File: config.mk
export PLATFORM = sky130hd
export DESIGN_NAME = id_hazard_scoreboard
export DESIGN_NICKNAME = d
export VERILOG_FILES = /design/src/rtl/id_hazard_scoreboard.sv
export SDC_FILE = /design/constraint.sdc
export NUM_CORES = 1
export LEC_CHECK = 0
export CORE_UTILIZATION = 35
export DETAILED_ROUTE_END_ITERATION = 10
export PLACE_DENSITY = 0.64
export SLEW_MARGIN = 20
export SYNTH_ARGS = -nofsm -noshare
export SYNTH_HDL_FRONTEND = slang
export SYNTH_SLANG_ARGS = --single-unit
File: constraint.sdc
create_clock -name clk -period 4.25 [get_ports clk]
set_input_delay 0.425 -clock clk [delete_from_list [all_inputs] [get_ports clk]]
set_output_delay 0.425 -clock clk [all_outputs]
set_load 0.03 [all_outputs]
File: src/rtl/id_hazard_scoreboard.sv
// Decode-stage hazard scoreboard: per-register pending-write counters,
// issue qualification (flush/freeze), sticky writeback error and a
// saturating stall performance counter.
module id_hazard_scoreboard #(
   parameter int unsigned NREG      = 16,
   parameter int unsigned CNT_W     = 2,
   parameter bit          WB_BYPASS = 1'b1,
   parameter int unsigned STALL_W   = 16
) (
   input  logic               clk,
   input  logic               rst,
   input  logic               id_valid,
   input  logic [3:0]         id_src1,
   input  logic               id_src1_vld,
   input  logic [3:0]         id_src2,
   input  logic               id_src2_vld,
   input  logic               id_wb_en,
   input  logic [3:0]         id_dest,
   input  logic               flush,
   input  logic               freeze,
   input  logic               wb_en,
   input  logic [3:0]         wb_dest,
   output logic               hazard,
   output logic               issue,
   output logic               busy,
   output logic               sb_err,
   output logic [STALL_W-1:0] stall_cnt
);

   localparam int unsigned IDX_W = 4;
   localparam logic [CNT_W-1:0] CNT_MAX = '1;
   localparam logic [CNT_W-1:0] CNT_ONE = CNT_W'(1);

   logic [CNT_W-1:0]   cnt_q [NREG];
   logic [CNT_W-1:0]   cnt_d [NREG];
   logic               sb_err_q, sb_err_d;
   logic [STALL_W-1:0] stall_cnt_q, stall_cnt_d;

   logic [CNT_W-1:0]   src1_cnt, src2_cnt, dest_cnt;
   logic               pend1, pend2, full;
   logic [NREG-1:0]    inc_v, dec_v;

   // Pending test per source (with same-cycle writeback bypass), full check, hazard/issue
   always_comb begin
      src1_cnt = cnt_q[id_src1];
      src2_cnt = cnt_q[id_src2];
      dest_cnt = cnt_q[id_dest];
      pend1 = (src1_cnt != '0) &&
              !(WB_BYPASS && wb_en && (wb_dest == id_src1) && (src1_cnt == CNT_ONE));
      pend2 = (src2_cnt != '0) &&
              !(WB_BYPASS && wb_en && (wb_dest == id_src2) && (src2_cnt == CNT_ONE));
      full   = id_wb_en && (dest_cnt == CNT_MAX);
      hazard = id_valid && !flush &&
               ((id_src1_vld && pend1) || (id_src2_vld && pend2) || full);
      issue  = id_valid && !hazard && !flush && !freeze;
   end

   // Next-state of the per-register counters; a simultaneous inc/dec cancels
   always_comb begin
      inc_v = '0;
      dec_v = '0;
      for (int unsigned r = 0; r < NREG; r++) begin
         inc_v[r] = issue && id_wb_en && (id_dest == IDX_W'(r));
         dec_v[r] = wb_en && (wb_dest == IDX_W'(r)) && (cnt_q[r] != '0);
         cnt_d[r] = cnt_q[r];
         if (inc_v[r] && !dec_v[r] && (cnt_q[r] != CNT_MAX)) begin
            cnt_d[r] = cnt_q[r] + CNT_ONE;
         end else if (dec_v[r] && !inc_v[r]) begin
            cnt_d[r] = cnt_q[r] - CNT_ONE;
         end
      end
   end

   // Sticky error on writeback to a non-pending register; saturating stall counter
   always_comb begin
      sb_err_d    = sb_err_q || (wb_en && (cnt_q[wb_dest] == '0));
      stall_cnt_d = stall_cnt_q;
      if (hazard && !freeze && (stall_cnt_q != '1)) begin
         stall_cnt_d = stall_cnt_q + STALL_W'(1);
      end
   end

   // Busy whenever any register has a write in flight
   always_comb begin
      busy = 1'b0;
      for (int unsigned r = 0; r < NREG; r++) begin
         busy = busy | (cnt_q[r] != '0);
      end
   end

   // State registers; reset discards all pending state immediately
   always_ff @(posedge clk or negedge rst) begin
      if (!rst) begin
         for (int unsigned r = 0; r < NREG; r++) begin
            cnt_q[r] <= '0;
         end
         sb_err_q    <= 1'b0;
         stall_cnt_q <= '0;
      end else begin
         for (int unsigned r = 0; r < NREG; r++) begin
            cnt_q[r] <= cnt_d[r];
         end
         sb_err_q    <= sb_err_d;
         stall_cnt_q <= stall_cnt_d;
      end
   end

   assign sb_err    = sb_err_q;
   assign stall_cnt = stall_cnt_q;

endmodule

==> flow_metrics.py <==
metrics = {
    "logic_synthesis": {
        "synth_top_family_by_area": "simple AND/OR/NAND/NOR gates",
        "synth_top_area_share": 0.285,
        "syn_area_um2": 4300,
        "synth_edf_count": 0,
        "synth_compound_gate_area_share": 0.122,
        "synth_xor_area_frac": 0.0774,
        "syn_avg_cell_area_um2": 8.54,
        "ys_seq_area_frac": 0.285,
        "synth_ff_type": "dfrtp_1",
        "synth_mux_area_frac": 0.147,
        "ys_seq_elements": 49,
        "synthCells": 503,
        "yosys.area_share.simple": 0.307,
        "synth_fa_ha_area_frac": 0.00291,
        "synth_warnings": 0,
        "synth_fp_nets": 529,
        "synthArstFlopShare": 1.00,
        "yosysTopAreaCell": "dfrtp_1",
        "synth_cell_type_count": 58,
        "ys_top_cells_by_area": "dfrtp_1, mux4_2, xor2_1, nand2_1, nor2_1",
    },
    "floorplan": {
        "chipWidth_um": 113,
        "start_util": 0.358,
        "core_um2": 12000,
        "dieArea_um2": 12700,
        "io_pins": 45,
        "die_height_um": 113,
        "std_cell_rows": 40,
    },
    "global_routing": {
        "grt-ovfl-total": 0,
        "grt_pass1_wl_mm": 21.8,
        "grtUsageTotal": 0.217,
        "antenna_found_initial": 0,
        "grt_start_max_net_pins": 50,
        "first_global_vias": 4081,
    },
    "finish": {
        "antenna_cells": 0,
        "fillers": 1213,
        "drive_above_1_share": 0.139,
        "final_area_um2": 5050,
        "postLayoutCoreUtil": 0.420,
        "final_cell_mix": "nand2_1, dfrtp_1, nor2_1",
        "nNetsFinal": 558,
        "layout-area-overhead-vs-synth_pct": 17.5,
    },
    "critical_path": {
        "worst-path-max-fanout": 7,
        "start_kind": "primary input",
        "crit_path_end_kind": "output pin",
        "worstPathArrival_ps": 3590,
        "crit_type": "in -> out",
        "cp.required_ps": 3830,
    },
    "cts": {
        "htreeDepth": 2,
        "postCtsHoldBufs": 0,
        "worst_skew_pair.late_latency_ps": 300,
        "post_cts_buffers": 0,
        "clk_pin_slew_ps": 70,
        "cts_tree": "yes",
        "cts_sinks": 49,
        "cts_buffer_depth": 2,
        "cts_resized": 0,
        "root_buffer": "clkbuf_16",
        "cts_inserted_buffers": 5,
    },
    "route": {
        "firstDrtPassIters": 7,
        "vias_per_cell": 6.22,
        "drcViolationCount": 0,
        "wl_per_cell_um": 19.8,
        "vias": 4230,
        "wirelength_mm": 13.5,
        "ant_nets": 0,
        "drt-initial-drc-count": 507,
    },
    "sta": {
        "setup_viol": 0,
        "fin_setup_tns_ps": 0,
        "skew_ps": 8.64,
        "post-route-period-util": 0.944,
        "fmax_ghz": 0.249,
        "slew_viol_final": 0,
        "rsz0062_at_grt": "no",
        "max_slew_margin": 0.551,
        "hold_violations": 0,
        "min_period_ps": 4010,
        "worst_slew_pin_slew_ps": 673,
    },
    "power": {
        "leakage_nw": 1.92,
        "power.density_nw_per_um2": 321,
        "ir_drop_mv": 0.157,
    },
    "placed_design": {
        "port_buffers": 44,
        "dp_hpwl_mm": 9.84,
        "place_area_um2": 4880,
        "gp_congestion": 0.949,
    },
    "min_path": {
        "hp-class": "in -> async",
    },
    "job": {
        "cap_viol_max_count": 0,
    },
    "status": {
        "status": "completed",
    },
}
## logic make-up (layout without fill, tap and decap cells)
family | Yosys count | in the layout
compound gates | 77 | 77
xor+xnor | 38 | 38
fa+ha+maj | 1 | 1
buf+inv | 57 | 87
flops | 49 | 49
mux | 37 | 37
simple gates | 244 | 244
## worst max-delay path: stages
cell and delay, ps:
clkdlybuf4s50_1 710, mux4_2 560, mux4_2 490, nand2_1 100, o21ai_2 70, nor3_2 380
and2_1 180, clkdlybuf4s50_1 660
## report_power, final
group	leakage (nW)	total [mW]	internal (mW)	switching, mW
combinational	1.22	0.514	0.220	0.294
clock	0.0800	0.473	0.279	0.193
sequential	0.618	0.633	0.521	0.112
## metrics by stage
stage	hold WS (ps)	cells	power [mW]	worst slack, ps
after floorplan	129	503	0.941	1180
after CTS	279	680	1.62	244
after global routing	291	680	1.69	107
after global placement	445	672	1.13	317
final	242	680	1.62	239
after detailed placement	447	672	1.14	240
## routing by layer
metal	up-vias	GRT usage	part of all wire
li1	1893	-	-
met1	1992	0.287	0.39
met2	286	0.339	0.45
met3	59	0.0530	0.12
met4	0	0.0924	0.045
met5	-	0	0
## sequential cells by signal, summed over array words and instances (netlist names)
| signal | flops |
|---|---|
| sb_err | 1 |
| cnt_q | 32 |
| stall_cnt | 16 |
## final timing paths
check                            from             to  slack [ps]  cells past startpoint
setup / recovery           id_src1[1]          issue         240                      8
hold reg to reg                sb_err         sb_err         470                      1
max in group asynchronous         rst      cnt_q[23]        3550                      2
setup reg to reg            cnt_q[11]   stall_cnt[1]        1130                      7
hold / removal                    rst  stall_cnt[15]         240                      2
min in group clk               sb_err         sb_err         470                      1
## cell type report
type                    instances  area (um^2)  area share
clock inverters                 3         46.3     0.00917
well taps                     147          184      0.0364
multi-input cells             397         2830       0.560
clock buffers                   5          125      0.0248
repair buffers                 64          583       0.115
flip-flops and latches         49         1230       0.243
inverters                      15         56.3      0.0112
## cell usage after synthesis, drive strengths merged, types with 4 or more instances
master,instances
o31ai,6
a211oi,4
o21ai,28
mux2i,9
xor2,24
o22ai,9
nor2b,8
mux2,8
nand3b,4
nand3,28
or2,5
nor3,39
nor2,43
clkbuf,25
dfrtp,49
a21oi,8
mux4,20
nand2,49
buf,17
and2,6
nor4,13
or4,4
nand4,12
nand2b,10
o211ai,5
xnor2,14
inv,15
nor3b,13
and3,4
(Power assumes the default switching activity.)
